File: config.mk
export PLATFORM = sky130hd
export DESIGN_NAME = change_dispenser
export DESIGN_NICKNAME = d
export VERILOG_FILES = /design/src/rtl/vend_pkg.sv /design/src/rtl/coin_req_fifo.sv /design/src/rtl/change_dispenser.sv
export SDC_FILE = /design/constraint.sdc
export NUM_CORES = 1
export LEC_CHECK = 0
export ABC_AREA = 1
export CAP_MARGIN = 20
export CORE_ASPECT_RATIO = 1.2
export CORE_MARGIN = 2
export CORE_UTILIZATION = 50
export DETAILED_ROUTE_END_ITERATION = 10
export PLACE_DENSITY_LB_ADDON = 0.12
export RECOVER_POWER = 25
export SYNTH_ARGS = -nofsm -noshare
export SYNTH_HDL_FRONTEND = slang
export SYNTH_SLANG_ARGS = --single-unit
File: constraint.sdc
create_clock -name clock -period 2 [get_ports clock]
set_input_delay 0.5 -clock clock [delete_from_list [all_inputs] [get_ports clock]]
set_output_delay 0.5 -clock clock [all_outputs]
set_load 0.01 [all_outputs]
File: src/rtl/vend_pkg.sv
// Shared types for the change dispenser slice.
//   change_e      : coin-return request carried by one queue entry
//   disp_state_e  : dispenser FSM states
//   vend_req_t    : one queued request {vend, change}
//   encode_change : priority encoder doubledime > dime > nickel
//   first_change_state : FSM state that starts dispensing a given change request
package vend_pkg;

  typedef enum logic [1:0] {
    CH_NONE = 2'd0,
    CH_N    = 2'd1,
    CH_D    = 2'd2,
    CH_DD   = 2'd3
  } change_e;

  typedef enum logic [2:0] {
    ST_IDLE  = 3'd0,
    ST_VEND  = 3'd1,
    ST_EJ_N  = 3'd2,
    ST_EJ_D1 = 3'd3,
    ST_EJ_D2 = 3'd4,
    ST_GAP   = 3'd5,
    ST_FAULT = 3'd6
  } disp_state_e;

  typedef struct packed {
    logic    vend;
    change_e change;
  } vend_req_t;

  function automatic change_e encode_change(input logic nickel, input logic dime,
                                            input logic doubledime);
    if (doubledime) return CH_DD;
    if (dime)       return CH_D;
    if (nickel)     return CH_N;
    return CH_NONE;
  endfunction

  // A doubledime is two dime ejections, so it starts in the same state as a dime.
  function automatic disp_state_e first_change_state(input change_e ch);
    case (ch)
      CH_N:       return ST_EJ_N;
      CH_D, CH_DD: return ST_EJ_D1;
      default:    return ST_IDLE;
    endcase
  endfunction

endpackage

File: src/rtl/coin_req_fifo.sv
// Synchronous show-ahead FIFO of vend_req_t.
//   clock, reset : rising-edge clock, synchronous active-low reset (flushes the queue)
//   push, din    : write request; accepted when not full, or when full and popping this cycle
//   pop          : consume dout (ignored when empty)
//   dout         : head entry, valid whenever empty == 0
//   full, empty  : occupancy flags
module coin_req_fifo
  import vend_pkg::*;
#(
  parameter int DEPTH = 4
) (
  input  logic      clock,
  input  logic      reset,
  input  logic      push,
  input  logic      pop,
  input  vend_req_t din,
  output vend_req_t dout,
  output logic      full,
  output logic      empty
);

  localparam int AW = $clog2(DEPTH);
  localparam int CW = $clog2(DEPTH + 1);

  vend_req_t         mem [DEPTH];
  logic [AW-1:0]     wr_ptr;
  logic [AW-1:0]     rd_ptr;
  logic [CW-1:0]     count;
  logic              do_push;
  logic              do_pop;

  assign full    = (count == CW'(DEPTH));
  assign empty   = (count == '0);
  assign do_pop  = pop && !empty;
  assign do_push = push && (!full || do_pop);
  assign dout    = mem[rd_ptr];

  // NOTE: state registers use non-blocking assignments so every always_ff sees
  // the pre-edge values of its peers, independent of evaluation order.
  // Pointers are exactly AW bits wide, so DEPTH being a power of two makes them wrap.
  always_ff @(posedge clock) begin
    if (!reset) begin
      wr_ptr <= '0;
      rd_ptr <= '0;
      count  <= '0;
    end else begin
      if (do_push) wr_ptr <= wr_ptr + AW'(1);
      if (do_pop)  rd_ptr <= rd_ptr + AW'(1);
      case ({do_push, do_pop})
        2'b10:   count <= count + CW'(1);
        2'b01:   count <= count - CW'(1);
        default: count <= count;
      endcase
    end
  end

  // NOTE: storage is deliberately not reset; empty/count gate every read, so
  // stale contents are never observed and the array can map to plain RAM.
  always_ff @(posedge clock) begin
    if (do_push) mem[wr_ptr] <= din;
  end

endmodule

File: src/rtl/change_dispenser.sv
// Change dispenser: queues automatic_machine's one-cycle pulses and drives the
// vend motor and coin hoppers one action at a time with a done handshake.
//   clock, reset        : rising-edge clock, synchronous active-low reset
//   deliver, give_*     : one-cycle request pulses from the controller
//   vend / vend_done    : vend motor drive and its completion
//   eject_nickel, eject_dime / eject_done : hopper drives and coin-released strobe
//   busy     : FSM not idle or requests still queued
//   overflow : sticky, a request was dropped on a full queue
//   fault    : sticky, an actuator did not report done in time (exit via reset only)
module change_dispenser
  import vend_pkg::*;
#(
  parameter int FIFO_DEPTH     = 4,
  parameter int TIMEOUT_CYCLES = 255
) (
  input  logic clock,
  input  logic reset,
  input  logic deliver,
  input  logic give_nickel,
  input  logic give_dime,
  input  logic give_doubledime,
  output logic vend,
  input  logic vend_done,
  output logic eject_nickel,
  output logic eject_dime,
  input  logic eject_done,
  output logic busy,
  output logic overflow,
  output logic fault
);

  localparam int TW = $clog2(TIMEOUT_CYCLES + 1);
  localparam logic [TW-1:0] TIMER_LAST = TW'(TIMEOUT_CYCLES - 1);

  // Capture encoder: any pulse yields one entry; deliver and change share it.
  vend_req_t req;
  logic      push;
  logic      pop;
  vend_req_t q_dout;
  logic      q_full;
  logic      q_empty;

  assign req.vend   = deliver;
  assign req.change = encode_change(give_nickel, give_dime, give_doubledime);
  assign push       = deliver | give_nickel | give_dime | give_doubledime;

  disp_state_e   state, state_nx;
  disp_state_e   gap_next, gap_next_nx;   // where GAP goes once its single cycle ends
  change_e       cur_change, cur_change_nx;
  logic [TW-1:0] timer, timer_nx;
  logic          done_hit;

  assign pop = (state == ST_IDLE) && !q_empty;

  coin_req_fifo #(.DEPTH(FIFO_DEPTH)) u_fifo (
    .clock (clock),
    .reset (reset),
    .push  (push),
    .pop   (pop),
    .din   (req),
    .dout  (q_dout),
    .full  (q_full),
    .empty (q_empty)
  );

  // Each done input only counts in the state whose drive it answers.
  assign done_hit = ((state == ST_VEND) && vend_done) ||
                    (((state == ST_EJ_N) || (state == ST_EJ_D1) || (state == ST_EJ_D2))
                     && eject_done);

  // NOTE: every variable gets a default at the top of always_comb so no path
  // leaves it unassigned, which would otherwise infer a latch.
  always_comb begin
    state_nx      = state;
    gap_next_nx   = gap_next;
    cur_change_nx = cur_change;
    timer_nx      = timer;
    case (state)
      ST_IDLE: begin
        if (!q_empty) begin
          cur_change_nx = q_dout.change;
          state_nx      = q_dout.vend ? ST_VEND : first_change_state(q_dout.change);
          timer_nx      = '0;
        end
      end
      ST_VEND, ST_EJ_N, ST_EJ_D1, ST_EJ_D2: begin
        if (done_hit) begin
          state_nx = ST_GAP;
          case (state)
            ST_VEND:  gap_next_nx = first_change_state(cur_change);
            ST_EJ_D1: gap_next_nx = (cur_change == CH_DD) ? ST_EJ_D2 : ST_IDLE;
            default:  gap_next_nx = ST_IDLE;
          endcase
        end else if (timer == TIMER_LAST) begin
          state_nx = ST_FAULT;
        end else begin
          timer_nx = timer + TW'(1);
        end
      end
      ST_GAP: begin
        state_nx = gap_next;
        timer_nx = '0;
      end
      ST_FAULT: state_nx = ST_FAULT;
      default:  state_nx = ST_IDLE;
    endcase
  end

  always_ff @(posedge clock) begin
    if (!reset) begin
      state      <= ST_IDLE;
      gap_next   <= ST_IDLE;
      cur_change <= CH_NONE;
      timer      <= '0;
      overflow   <= 1'b0;
      fault      <= 1'b0;
    end else begin
      state      <= state_nx;
      gap_next   <= gap_next_nx;
      cur_change <= cur_change_nx;
      timer      <= timer_nx;
      overflow   <= overflow | (push && q_full && !pop);
      fault      <= fault | (state_nx == ST_FAULT);
    end
  end

  // Drives decode the registered state, so they rise and fall on clock edges only.
  assign vend         = (state == ST_VEND);
  assign eject_nickel = (state == ST_EJ_N);
  assign eject_dime   = (state == ST_EJ_D1) || (state == ST_EJ_D2);
  assign busy         = (state != ST_IDLE) || !q_empty;

endmodule
==> out/qor.yml <==
status: "complete, no violations"
drc: 0
rsz0062_at_grt: "false"
wire_per_inst_um: 10.8
drt_first_iter_violations: 60
async_flop_share_pct: 0
ir_drop_mv: 0.815
critPathSlowestCell: "dfxtp_2"
synth_flop_cell: "dfxtp_1"
crit_chain: "nor2_4 -> nand2_2 -> nor2_4 -> inv_1 -> dlygate4sd2_1"
tritoncts: "built"
dp_cells: 335
drt_pass1_iterations: 4
dieArea_um2: 4590
grt_start_max_net_pins: 13
grt_pass1_wl_um: 6640
max_slew_margin_pct: 75.3
synth_area_leader_cell: "dfxtp_1"
fin_crit_ns: 1.91
syn2layout_area_growth_pct: 18.0
die_x_um: 62.2
finalSetupTns_ns: 0
avgSynthCellArea_um2: 7.67
critPathMostFrequentCell: "nor2_4"
hp-class: "reg2reg"
p_clk_share_pct: 19.4
cts.sinks: 39
hold_viol: 0
worst-path-max-fanout: 7
antenna_left: 0
crit_type: "reg2out"
combPwrFrac_pct: 45.5
core_area_um2: 3910
die-height_um: 73.9
slew_violations: 0
synth_top_area_share_pct: 26.6
via_per_inst: 4.76
vias: 1639
ys_warn_count: 0
hold_buffers: 0
p_total_mw: 3.27
clk_path_buf_depth: 2
seqPwrFrac_pct: 35.2
synth_edf_count: 12
layout.nets: 304
switching_share_pct: 42.1
drive_gt1_share_pct: 15.5
clock.fmax_mhz: 524
htree_levels: 2
diodes: 0
p_int_mw: 1.90
final_cell_area_um2: 2400
crit_arrival_ns: 1.41
maxCapViolations: 0
place.detailed.hpwl_um: 2810
synth.distinct_cells: 32
cp-start-kind: "flip-flop"
synth_cells: 265
netlist_top_cells_count: "nand2_1 (63), inv_1 (39), dfxtp_1 (27)"
io_buffers: 13
ys_ff_latch: 39
wl_um: 3710
grt_use_total_pct: 18.4
start_util_pct: 52.0
ys_seq_area_share_pct: 44.3
crit_path_end_kind: "primary output"
placed_area_um2: 2260
path_buf_inv: 2
setup_viol: 0
power.net_switching_mw: 1.38
yosysMostFrequentCell: "nand2_1"
synth_area_um2: 2030
yosys-top-cells-area: "dfxtp_1 (27%), edfxtp_1 (18%), nand2_1 (12%)"
gp_congestion: 0.844
worst_pin_slew_ns: 0.370
critical-path-top-delay-family: "simple AND/OR/NAND/NOR gates"
grt_overflow: 0
slowest_delay_ns: 0.37
power.density_nw_per_um2: 1360
p_leak_nw: 1.07
ios: 14
syn_nets: 280
crit_required_ns: 1.50
finalCritPeriodShare_pct: 95.5
first_global_vias: 1559
cts_buffers: 5
clkSlewWorstSetupHoldPaths_ns: 0.07
final_cells: 344
cts_root_buf: "clkbuf_8"
rows: 25
antenna_found_initial: 0
finalClockSkew_ns: 0.00605
clock_latency_ns: 0.29
-- through the flow --
stage	hold slack [ns]	worst slack (ns)	util (%)
5_1_grt	0.471	0.00666	61.4
2_1_floorplan	0.436	0.217	-
4_1_cts	0.454	0.00657	61.2
6_report	0.451	0.0901	61.4
3_5_place_dp	0.443	-0.193	57.7
3_3_place_gp	0.439	-0.164	57.7
-- tightest hold or removal path, delay by kind of cell (launching register included) --
family,cells,cell delay [ns]
AO/OA/AOI/OAI,1,0.05
buffers and inverters,1,0.04
flip-flops,1,0.31
-- registers in the layout, summed over array words and instances, names as in the netlist, named ones only --
register / cells
u_fifo.mem: 12
timer: 8
gap_next: 3
state: 3
u_fifo.count: 3
cur_change: 2
u_fifo.rd_ptr: 2
u_fifo.wr_ptr: 2
fault: 1
overflow: 1
-- path summary, 6_finish.rpt --
| path | to | from | slack (ns) | cells past startpoint |
|---|---|---|---|---|
| worst min-delay path | overflow | overflow | 0.45 | 2 |
| worst min register to register | overflow | overflow | 0.45 | 2 |
| worst max register to register | u_fifo.count[2] | state[0] | 0.25 | 8 |
| worst max-delay path | busy | state[0] | 0.09 | 5 |
-- power by group through the flow --
| stage | Sequential [mW] | Combinational [mW] | Clock (mW) |
|---|---|---|---|
| 6_report | 1.15 | 1.49 | 0.634 |
| 5_1_grt | 1.18 | 1.70 | 0.681 |
| 4_1_cts | 1.15 | 1.51 | 0.650 |
| 3_5_place_dp | 1.15 | 1.48 | 0 |
| 3_3_place_gp | 1.15 | 1.47 | 0 |
| 2_1_floorplan | 1.12 | 1.17 | 0 |
-- metal layers --
layer / routed length, um / track usage [%] / up-vias
li1: - / - / 893
met1: 1620 / 19.6 / 718
met2: 1920 / 35.7 / 22
met3: 108 / 3.83 / 6
met4: 55 / 7.41 / 0
met5: 0 / 0 / -
-- cells in the final DEF (no fill, tap or decap), types with 5 or more instances in the layout --
master,n
a21oi_1,20
buf_4,5
clkbuf_8,5
clkdlybuf4s50_1,7
dfxtp_1,24
edfxtp_1,12
ha_1,6
inv_1,39
nand2_1,62
nand2_2,7
nand3_1,19
nor2_1,23
o21ai_0,13
-- cell families after synthesis --
kind of cell,share of synthesized area [%]
AO/OA/AOI/OAI,10.6
XOR/XNOR,0.862
adder cells (fa/ha/maj),4.68
buffers and inverters,9.54
flip-flops,44.3
AND/OR/NAND/NOR,30.0
-- cell type report --
| class | count | area, um2 |
|---|---|---|
| clock inverter | 3 | 38.8 |
| inverter | 42 | 163 |
| fill | 364 | 1510 |
| multi-input combinational | 179 | 962 |
| timing repair buffer | 22 | 195 |
| clock buffer | 5 | 68.8 |
| sequential | 39 | 905 |
| tap | 54 | 67.6 |
-- what timing repair did --
action	CTS	global route
pin swaps	1	5
setup endpoints to repair	4	3
setup buffers	1	0
resized for setup	9	7
No activity file was read; power rests on OpenSTA's default activity.
